--- config.mk ---
export PLATFORM = sky130hd
export DESIGN_NAME = coherence_bus_controller
export DESIGN_NICKNAME = d
export VERILOG_FILES = /design/src/rtl/coherence_bus_controller.sv
export SDC_FILE = /design/constraint.sdc
export NUM_CORES = 1
export LEC_CHECK = 0
export BUFFER_PORTS_ARGS = -buffer_cell sky130_fd_sc_hd__buf_2
export CAP_MARGIN = 20
export CORE_AREA = 4 4 119 121
export CTS_CLUSTER_DIAMETER = 60
export CTS_CLUSTER_SIZE = 10
export DETAILED_ROUTE_END_ITERATION = 16
export DIE_AREA = 0 0 123 125
export GPL_ROUTABILITY_DRIVEN = 0
export PLACE_DENSITY_LB_ADDON = 0.05
export SKIP_LAST_GASP = 1
export SYNTH_ARGS = -nofsm -noshare
export SYNTH_HDL_FRONTEND = slang
export SYNTH_SLANG_ARGS = --single-unit
--- constraint.sdc ---
create_clock -name clk -period 3.9 [get_ports clk]
set_input_delay 0.78 -clock clk [delete_from_list [all_inputs] [get_ports clk]]
set_output_delay 0.78 -clock clk [all_outputs]
set_load 0.05 [all_outputs]
--- src/rtl/coherence_bus_controller.sv ---
// coherence_bus_controller: shared-bus responder for a snooping MESI system.
// Captures per-core BusRd/BusRdX pulses, grants one core at a time in
// round-robin order, broadcasts a snoop to the other caches, and sources the
// fill from a Modified owner (with writeback) or from memory.
module coherence_bus_controller #(
    parameter int NUM_CORES     = 4,
    parameter int ADDRESS_WIDTH = 6,
    parameter int DATA_WIDTH    = 32,
    parameter int IDW           = $clog2(NUM_CORES)
) (
    input  logic                                 clk,
    input  logic                                 reset,
    input  logic [NUM_CORES-1:0]                 req_valid,
    input  logic [2*NUM_CORES-1:0]               req_type,
    input  logic [ADDRESS_WIDTH*NUM_CORES-1:0]   req_addr,
    input  logic [NUM_CORES-1:0]                 snoop_resp_valid,
    input  logic [NUM_CORES-1:0]                 snoop_resp_hit,
    input  logic [2*NUM_CORES-1:0]               snoop_resp_state,
    input  logic [DATA_WIDTH*NUM_CORES-1:0]      snoop_resp_data,
    output logic [NUM_CORES-1:0]                 snoop_valid,
    output logic [1:0]                           snoop_type,
    output logic [ADDRESS_WIDTH-1:0]             snoop_addr,
    output logic [NUM_CORES-1:0]                 fill_valid,
    output logic [DATA_WIDTH-1:0]                fill_data,
    output logic                                 mem_req_valid,
    output logic                                 mem_req_we,
    output logic [ADDRESS_WIDTH-1:0]             mem_req_addr,
    output logic [DATA_WIDTH-1:0]                mem_wdata,
    input  logic                                 mem_req_ready,
    input  logic                                 mem_resp_valid,
    input  logic [DATA_WIDTH-1:0]                mem_rdata,
    output logic                                 busy,
    output logic [IDW-1:0]                       grant_id,
    output logic                                 err_overflow,
    output logic                                 err_multi_owner
);

    typedef enum logic [2:0] {
        IDLE,
        SNOOP,
        COLLECT,
        WB,
        RD_REQ,
        RD_WAIT,
        FILL
    } state_t;

    state_t                    state;
    state_t                    state_next;

    logic [NUM_CORES-1:0]      pending;
    logic [1:0]                type_q [NUM_CORES];
    logic [ADDRESS_WIDTH-1:0]  addr_q [NUM_CORES];

    logic [IDW-1:0]            rr;
    logic [IDW-1:0]            grant_sel;
    logic [IDW-1:0]            scan_idx;
    logic                      scan_found;
    logic                      grant_fire;

    logic [1:0]                cur_type;
    logic [ADDRESS_WIDTH-1:0]  cur_addr;
    logic [DATA_WIDTH-1:0]     line_data;

    logic                      owner_found;
    logic                      multi_owner;
    logic [DATA_WIDTH-1:0]     owner_data;

    // Round-robin pick: first pending core at or after rr, wrapping around.
    always_comb begin
        grant_sel  = rr;
        scan_idx   = rr;
        scan_found = 1'b0;
        for (int unsigned k = 0; k < NUM_CORES; k++) begin
            scan_idx = IDW'((32'(rr) + k) % NUM_CORES);
            if (!scan_found && pending[scan_idx]) begin
                grant_sel  = scan_idx;
                scan_found = 1'b1;
            end
        end
    end

    assign grant_fire = (state == IDLE) && (|pending);

    // Owner detection: non-grant snoop responders that hit in Modified; lowest index wins.
    always_comb begin
        owner_found = 1'b0;
        multi_owner = 1'b0;
        owner_data  = '0;
        for (int unsigned i = 0; i < NUM_CORES; i++) begin
            if ((32'(grant_id) != i) && snoop_resp_valid[i] && snoop_resp_hit[i] &&
                (snoop_resp_state[2*i +: 2] == 2'b11)) begin
                if (owner_found) begin
                    multi_owner = 1'b1;
                end else begin
                    owner_found = 1'b1;
                    owner_data  = snoop_resp_data[i*DATA_WIDTH +: DATA_WIDTH];
                end
            end
        end
    end

    // Request capture: a pulse on an already-pending core is dropped and flagged.
    // The granted core's pending bit is cleared at grant, so it is never pending
    // while its own pulse arrives later in the transaction.
    always_ff @(posedge clk or posedge reset) begin
        if (reset) begin
            pending      <= '0;
            err_overflow <= 1'b0;
            for (int unsigned i = 0; i < NUM_CORES; i++) begin
                type_q[i] <= '0;
                addr_q[i] <= '0;
            end
        end else begin
            if (grant_fire) begin
                pending[grant_sel] <= 1'b0;
            end
            for (int unsigned i = 0; i < NUM_CORES; i++) begin
                if (req_valid[i]) begin
                    if (pending[i]) begin
                        err_overflow <= 1'b1;
                    end else begin
                        pending[i] <= 1'b1;
                        type_q[i]  <= req_type[2*i +: 2];
                        addr_q[i]  <= req_addr[i*ADDRESS_WIDTH +: ADDRESS_WIDTH];
                    end
                end
            end
        end
    end

    // Transaction datapath: grant bookkeeping, granted request copy, fill data.
    always_ff @(posedge clk or posedge reset) begin
        if (reset) begin
            grant_id        <= '0;
            rr              <= '0;
            cur_type        <= '0;
            cur_addr        <= '0;
            line_data       <= '0;
            err_multi_owner <= 1'b0;
        end else begin
            if (grant_fire) begin
                grant_id <= grant_sel;
                rr       <= IDW'((32'(grant_sel) + 32'd1) % NUM_CORES);
                cur_type <= type_q[grant_sel];
                cur_addr <= addr_q[grant_sel];
            end
            if (state == COLLECT) begin
                if (owner_found) begin
                    line_data <= owner_data;
                end
                if (multi_owner) begin
                    err_multi_owner <= 1'b1;
                end
            end
            if ((state == RD_WAIT) && mem_resp_valid) begin
                line_data <= mem_rdata;
            end
        end
    end

    // FSM state register.
    always_ff @(posedge clk or posedge reset) begin
        if (reset) begin
            state <= IDLE;
        end else begin
            state <= state_next;
        end
    end

    // FSM next-state logic.
    always_comb begin
        state_next = state;
        case (state)
            IDLE:    if (|pending) state_next = SNOOP;
            SNOOP:   state_next = COLLECT;
            COLLECT: state_next = owner_found ? WB : RD_REQ;
            WB:      if (mem_req_ready) state_next = FILL;
            RD_REQ:  if (mem_req_ready) state_next = RD_WAIT;
            RD_WAIT: if (mem_resp_valid) state_next = FILL;
            FILL:    state_next = IDLE;
            default: state_next = IDLE;
        endcase
    end

    // FSM outputs, decoded from state so reset clears them immediately.
    always_comb begin
        snoop_valid   = '0;
        snoop_type    = '0;
        snoop_addr    = '0;
        fill_valid    = '0;
        fill_data     = '0;
        mem_req_valid = 1'b0;
        mem_req_we    = 1'b0;
        mem_req_addr  = '0;
        mem_wdata     = '0;
        busy          = (state != IDLE);
        case (state)
            SNOOP: begin
                snoop_valid           = '1;
                snoop_valid[grant_id] = 1'b0;
                snoop_type            = cur_type;
                snoop_addr            = cur_addr;
            end
            WB: begin
                mem_req_valid = 1'b1;
                mem_req_we    = 1'b1;
                mem_req_addr  = cur_addr;
                mem_wdata     = line_data;
            end
            RD_REQ: begin
                mem_req_valid = 1'b1;
                mem_req_addr  = cur_addr;
            end
            FILL: begin
                fill_valid[grant_id] = 1'b1;
                fill_data            = line_data;
            end
            default: begin
            end
        endcase
    end

endmodule

* After elaboration in Yosys (flattened, before gate mapping)
Index checks and enable logic that the tools add are counted.
Word-level totals: bits in registers 85, latch bits 0, RAM bits 0, memory bits (read-only) 0, input bits 216, output and inout port bits 93, logic and storage cells 167, memories 0
Operators by class: add/subtract/negate cells 4, multiply operators 0, divide/modulo/power cells 0, order comparisons 9, equality and inequality tests 17, shifts and indexed selects 0, mux-type cells 76, bitwise gates (word level) 8, reductions and logical operators 36
Operators by type and width (count):
- 32-bit two-way mux | 12
- 1-bit two-way mux | 37
- 6-bit two-way mux | 4
- 1-bit logical AND | 19
- 2-bit by 3-bit less-than comparator with 1-bit output, second input constant | 6
- 3-bit case mux with 6 select lines | 1
- 3-bit two-way mux | 5
- 6-bit binary-select mux with 2-bit select | 1
- 2-bit two-way mux | 6
- 4-bit two-way mux | 3
- 2-bit AND reduction | 6
- 2-bit != test, second input constant | 5
- 3-bit equality test, second input constant | 3
- 1-bit binary-select mux with 2-bit select | 4
- 2-bit equality test, second input constant | 4
- 4-bit inverter | 2
- 3-bit by 2-bit equality test with 1-bit output, second input constant | 2
- 2-bit nonzero test | 3
- 2-bit by 1-bit adder with 2-bit output, second input constant | 2
- 2-bit adder, second input constant | 2
- 4-bit bitwise AND | 1
- 2-bit binary-select mux with 2-bit select | 1
- 1-bit demux with 2-bit select | 2
- 2-bit by 1-bit >= comparator with 1-bit output, second input constant | 2
- 11 further kinds | 17

* Longest topological paths before layout
depth after elaboration 21, gate-level depth with buffers 8, depth with buffers taken out 6

* Worst setup path before layout
OpenSTA, ideal clock, no wires.
kind register to output, start point register state[0], end point output mem_wdata[22], arrival 2050 ps, required time 3120 ps, path slack 1070 ps, stages on the path, launching flop included 6, buffers on the path 2, path through dfrtp_1 clkbuf_1 nand2_1 nor2_1 clkbuf_1 and2_1
On the way: word-level cells in the longest chain between the ends 2
Ends and longest elaborated chain:
- from (decl) | line 48 | state_t state;
- from (signal assigned) | line 167 | state <= state_next;
- 3-bit by 2-bit equality test with 1-bit output | line 198 | case (state)
- 32-bit two-way mux | line 198
- to (decl) | line 28 | output logic [DATA_WIDTH-1:0] mem_wdata,
No other way between the ends.

* Final worst setup path
start point register state[0], end point output fill_data[1]
On the way: word-level cells in the longest chain between the ends 2
Ends and longest elaborated chain:
- 3-bit equality test | line 198
- 32-bit two-way mux | line 198
- to (decl) | line 24 | output logic [DATA_WIDTH-1:0] fill_data,
No other way between the ends.

==> key figures <==
Placed design
  – HPWL after DPL: 17,210 microns
  – Pre-CTS setup slack: 1.115 ns
  – DP Cell Count: 1,068
  – Port buffer count: 308
  – Post-DP Area: 7144 sq um

Logic synthesis
  – Yosys cell types: 52
  – Post-synthesis sequential area ratio: 0.3879
  – Ys flop type: dfrtp_1
  – Syn Std Cell Area: 5484 sq um
  – Net Count, Synth: 837
  – Post-Syn Instances: 621
  – Number of synthesized register bits: 85
  – Ys Warns: 0
  – EDFF count, synth: 0
  – Ys async rst share: 1.000
  – Syn avg cell area: 8.831 sq um

Setup path
  – Cell Chain, Critical Path: nor2_2, buf_4, and2_1, buf_2
  – Slowest CP cell: nor2_2
  – WP data required: 3.12 ns
  – Crit path DAT: 2.41 ns
  – Maximum fanout along the worst path: 23
  – CP delay by family, top: simple AND/OR/NAND/NOR gates
  – Delay of the slowest critical-path stage: 0.69 ns
  – Critical Path Source Type: flop
  – Buf+Inv Stages, Crit Path: 2
  – CP Class: reg -> out
  – CP Capture Type: output port

STA
  – TNS Setup: 0 ns
  – Setup-failing EPs final: 0
  – Fmax: 0.3133 GHz
  – PnR worst setup slack: 0.7086 ns
  – Final Skew: 0.006968 ns
  – Worst hold slack: 0.3089 ns
  – Fin crit period: 3.191 ns
  – Hold violation count in the final report: 0
  – Slew @ Worst Pin: 0.9292 ns
  – RSZ-0062 raised after global routing: false
  – Max-slew violation count: 0
  – Tcrit/Tclk final: 0.8183
  – Rel. slew slack: 0.3792

Floorplan
  – Initial core utilization: 0.4191
  – I/O pin count: 309
  – Number of cell rows: 42
  – Core Region: 13,090 sq um
  – DIE AREA: 15,380 sq um
  – Die height: 125 microns
  – DIE WIDTH: 123 microns

Power and ir drop
  – Logic pwr share: 0.499
  – Int Pwr: 2.718 mW
  – Pwr dens: 680.3 nW/um^2
  – Clock power frac: 0.176
  – Leakage power figure: 3.855 nW
  – Max rail drop VDD: 0.5437 mV
  – Total net switching power: 2.373 mW
  – Total power: 5.091 mW
  – Sw Ratio: 0.4661
  – Flop pwr share: 0.324

CTS
  – CTS tree: built
  – CTS Hold Bufs: 0
  – Htree depth: 3
  – Clock buffer count from CTS: 9
  – Cts repair resizes: 0
  – Clk root buf: clkbuf_16
  – CTS sink count: 85
  – Clk_lat worst skew: 0.35 ns
  – CTS clock-pin slew for the worst setup and hold paths: 0.07 ns
  – Setup bufs post-CTS: 0
  – Clock Tree Buf Depth: 2

Cells and area
  – Layout cell share with drive strength beyond 1: 0.4246
  – Nets@finish: 1,120
  – Commonest non-fill, non-tap cell in the layout: buf_2
  – Synthesis-to-finish area growth: 36.46%
  – Final Util: 0.5719
  – Design area: 7483 sq um
  – Commonest cells after routing, fill and taps aside: buf_2, and2_1, dfrtp_1
  – Non-filler instance count after layout: 1,087
  – Fillers: 1,258
  – Footprint of the multi-input gates: 3131 sq um
  – Area occupied by registers: 2127 sq um

Drt
  – First drt pass iteration count: 5
  – Vias post-DR: 6,191
  – Routed WL: 22,330 microns
  – ANT nets after route: 0
  – 1st-iter DRT viols: 536
  – Vias per cell: 5.695
  – Drt drc: 0
  – WL/cell: 20.54 microns

GRT
  – GRT Overall Usage: 0.2770
  – First-pass GRT wire length: 33,420 microns
  – Initial antenna violation count: 2
  – Vias in the first global route: 6,161
  – Grt ovf: 0
  – Largest net degree at the start of global routing: 55

Min path
  – Hold WC Path Type: in -> async

Run
  – Max_cap viols: 0

Outcome
  – Status: completed
-- kinds of logic after synthesis --
| kind of cell | Yosys count | share of synthesized area |
|---|---|---|
| compound gates | 163 | 0.2245 |
| xor+xnor | 1 | 0.001597 |
| buf+inv | 56 | 0.04381 |
| flops | 85 | 0.3879 |
| mux | 33 | 0.06753 |
| simple gates | 283 | 0.2747 |
-- final timing paths --
path                                        start                   endpoint  slack [ns]  cells past startpoint
setup / recovery             state[0]$_DFFE_PP0P_               fill_data[1]        0.71                      4
hold / removal                              reset      type_q[5]$_DFFE_PP0P_        0.31                      2
setup reg to reg             pending[0]$_DFF_PP0_    cur_addr[3]$_DFFE_PP0P_        1.06                      5
hold reg to reg            err_overflow$_DFF_PP0_     err_overflow$_DFF_PP0_        0.48                      2
max in group asynchronous                   reset  line_data[14]$_DFFE_PP0P_        2.80                      4
min in group clk           err_overflow$_DFF_PP0_     err_overflow$_DFF_PP0_        0.48                      2
-- power by group through the flow --
| stage | Combinational, mW | Clock (mW) | Sequential [mW] |
|---|---|---|---|
| finish | 2.54 | 0.896 | 1.65 |
| floorplan | 1.91 | 0 | 1.53 |
| CTS | 2.55 | 0.910 | 1.65 |
| global route | 2.75 | 0.943 | 1.71 |
| global placement | 2.48 | 0 | 1.64 |
| detailed placement | 2.53 | 0 | 1.66 |
-- routing by layer --
layer | part of all wire | vias up | global-route usage
li1 | - | 2840 | -
met1 | 0.38 | 2994 | 0.3330
met2 | 0.51 | 314 | 0.4889
met3 | 0.077 | 43 | 0.05465
met4 | 0.028 | 0 | 0.09642
met5 | 0 | - | 0
-- synth_stat cells, drive strengths merged, types with 2 or more instances --
| cell | n | area, sq um |
|---|---|---|
| and2 | 85 | 531.8 |
| dfrtp | 85 | 2127 |
| nand2 | 50 | 187.7 |
| nor2 | 50 | 192.7 |
| clkbuf | 41 | 153.9 |
| a211oi | 33 | 252.7 |
| and3 | 32 | 200.2 |
| mux2 | 32 | 360.4 |
| a221oi | 30 | 262.8 |
| o21ai | 28 | 140.1 |
| nand3 | 27 | 135.1 |
| a211o | 22 | 192.7 |
| a21oi | 16 | 80.08 |
| nor2b | 14 | 87.58 |
| buf | 10 | 67.56 |
| a221o | 9 | 90.09 |
| a311oi | 7 | 61.31 |
| nand2b | 6 | 37.54 |
| nor3 | 6 | 40.04 |
| inv | 5 | 18.77 |
| or2 | 4 | 25.02 |
| a21o | 3 | 22.52 |
| a2bb2oi | 2 | 23.77 |
| a31o | 2 | 17.52 |
| a31oi | 2 | 12.51 |
| and4 | 2 | 17.52 |
-- final cells by class --
class                   instances  area share
flip-flops and latches         85      0.2842
inverters                       5    0.002675
clock buffers                   9     0.03010
clock inverters                 7     0.01087
repair buffers                323      0.2237
well taps                     176     0.02943
diodes                          2   0.0006688
multi-input cells             480      0.4183
-- registers in the layout, indices dropped and copies added (netlist names) --
name             count
grant_id             2
rr                   2
cur_addr             6
state                3
addr_q              24
type_q               8
err_overflow         1
pending              4
line_data           32
err_multi_owner      1
cur_type             2
No activity file was read; power rests on OpenSTA's default activity.
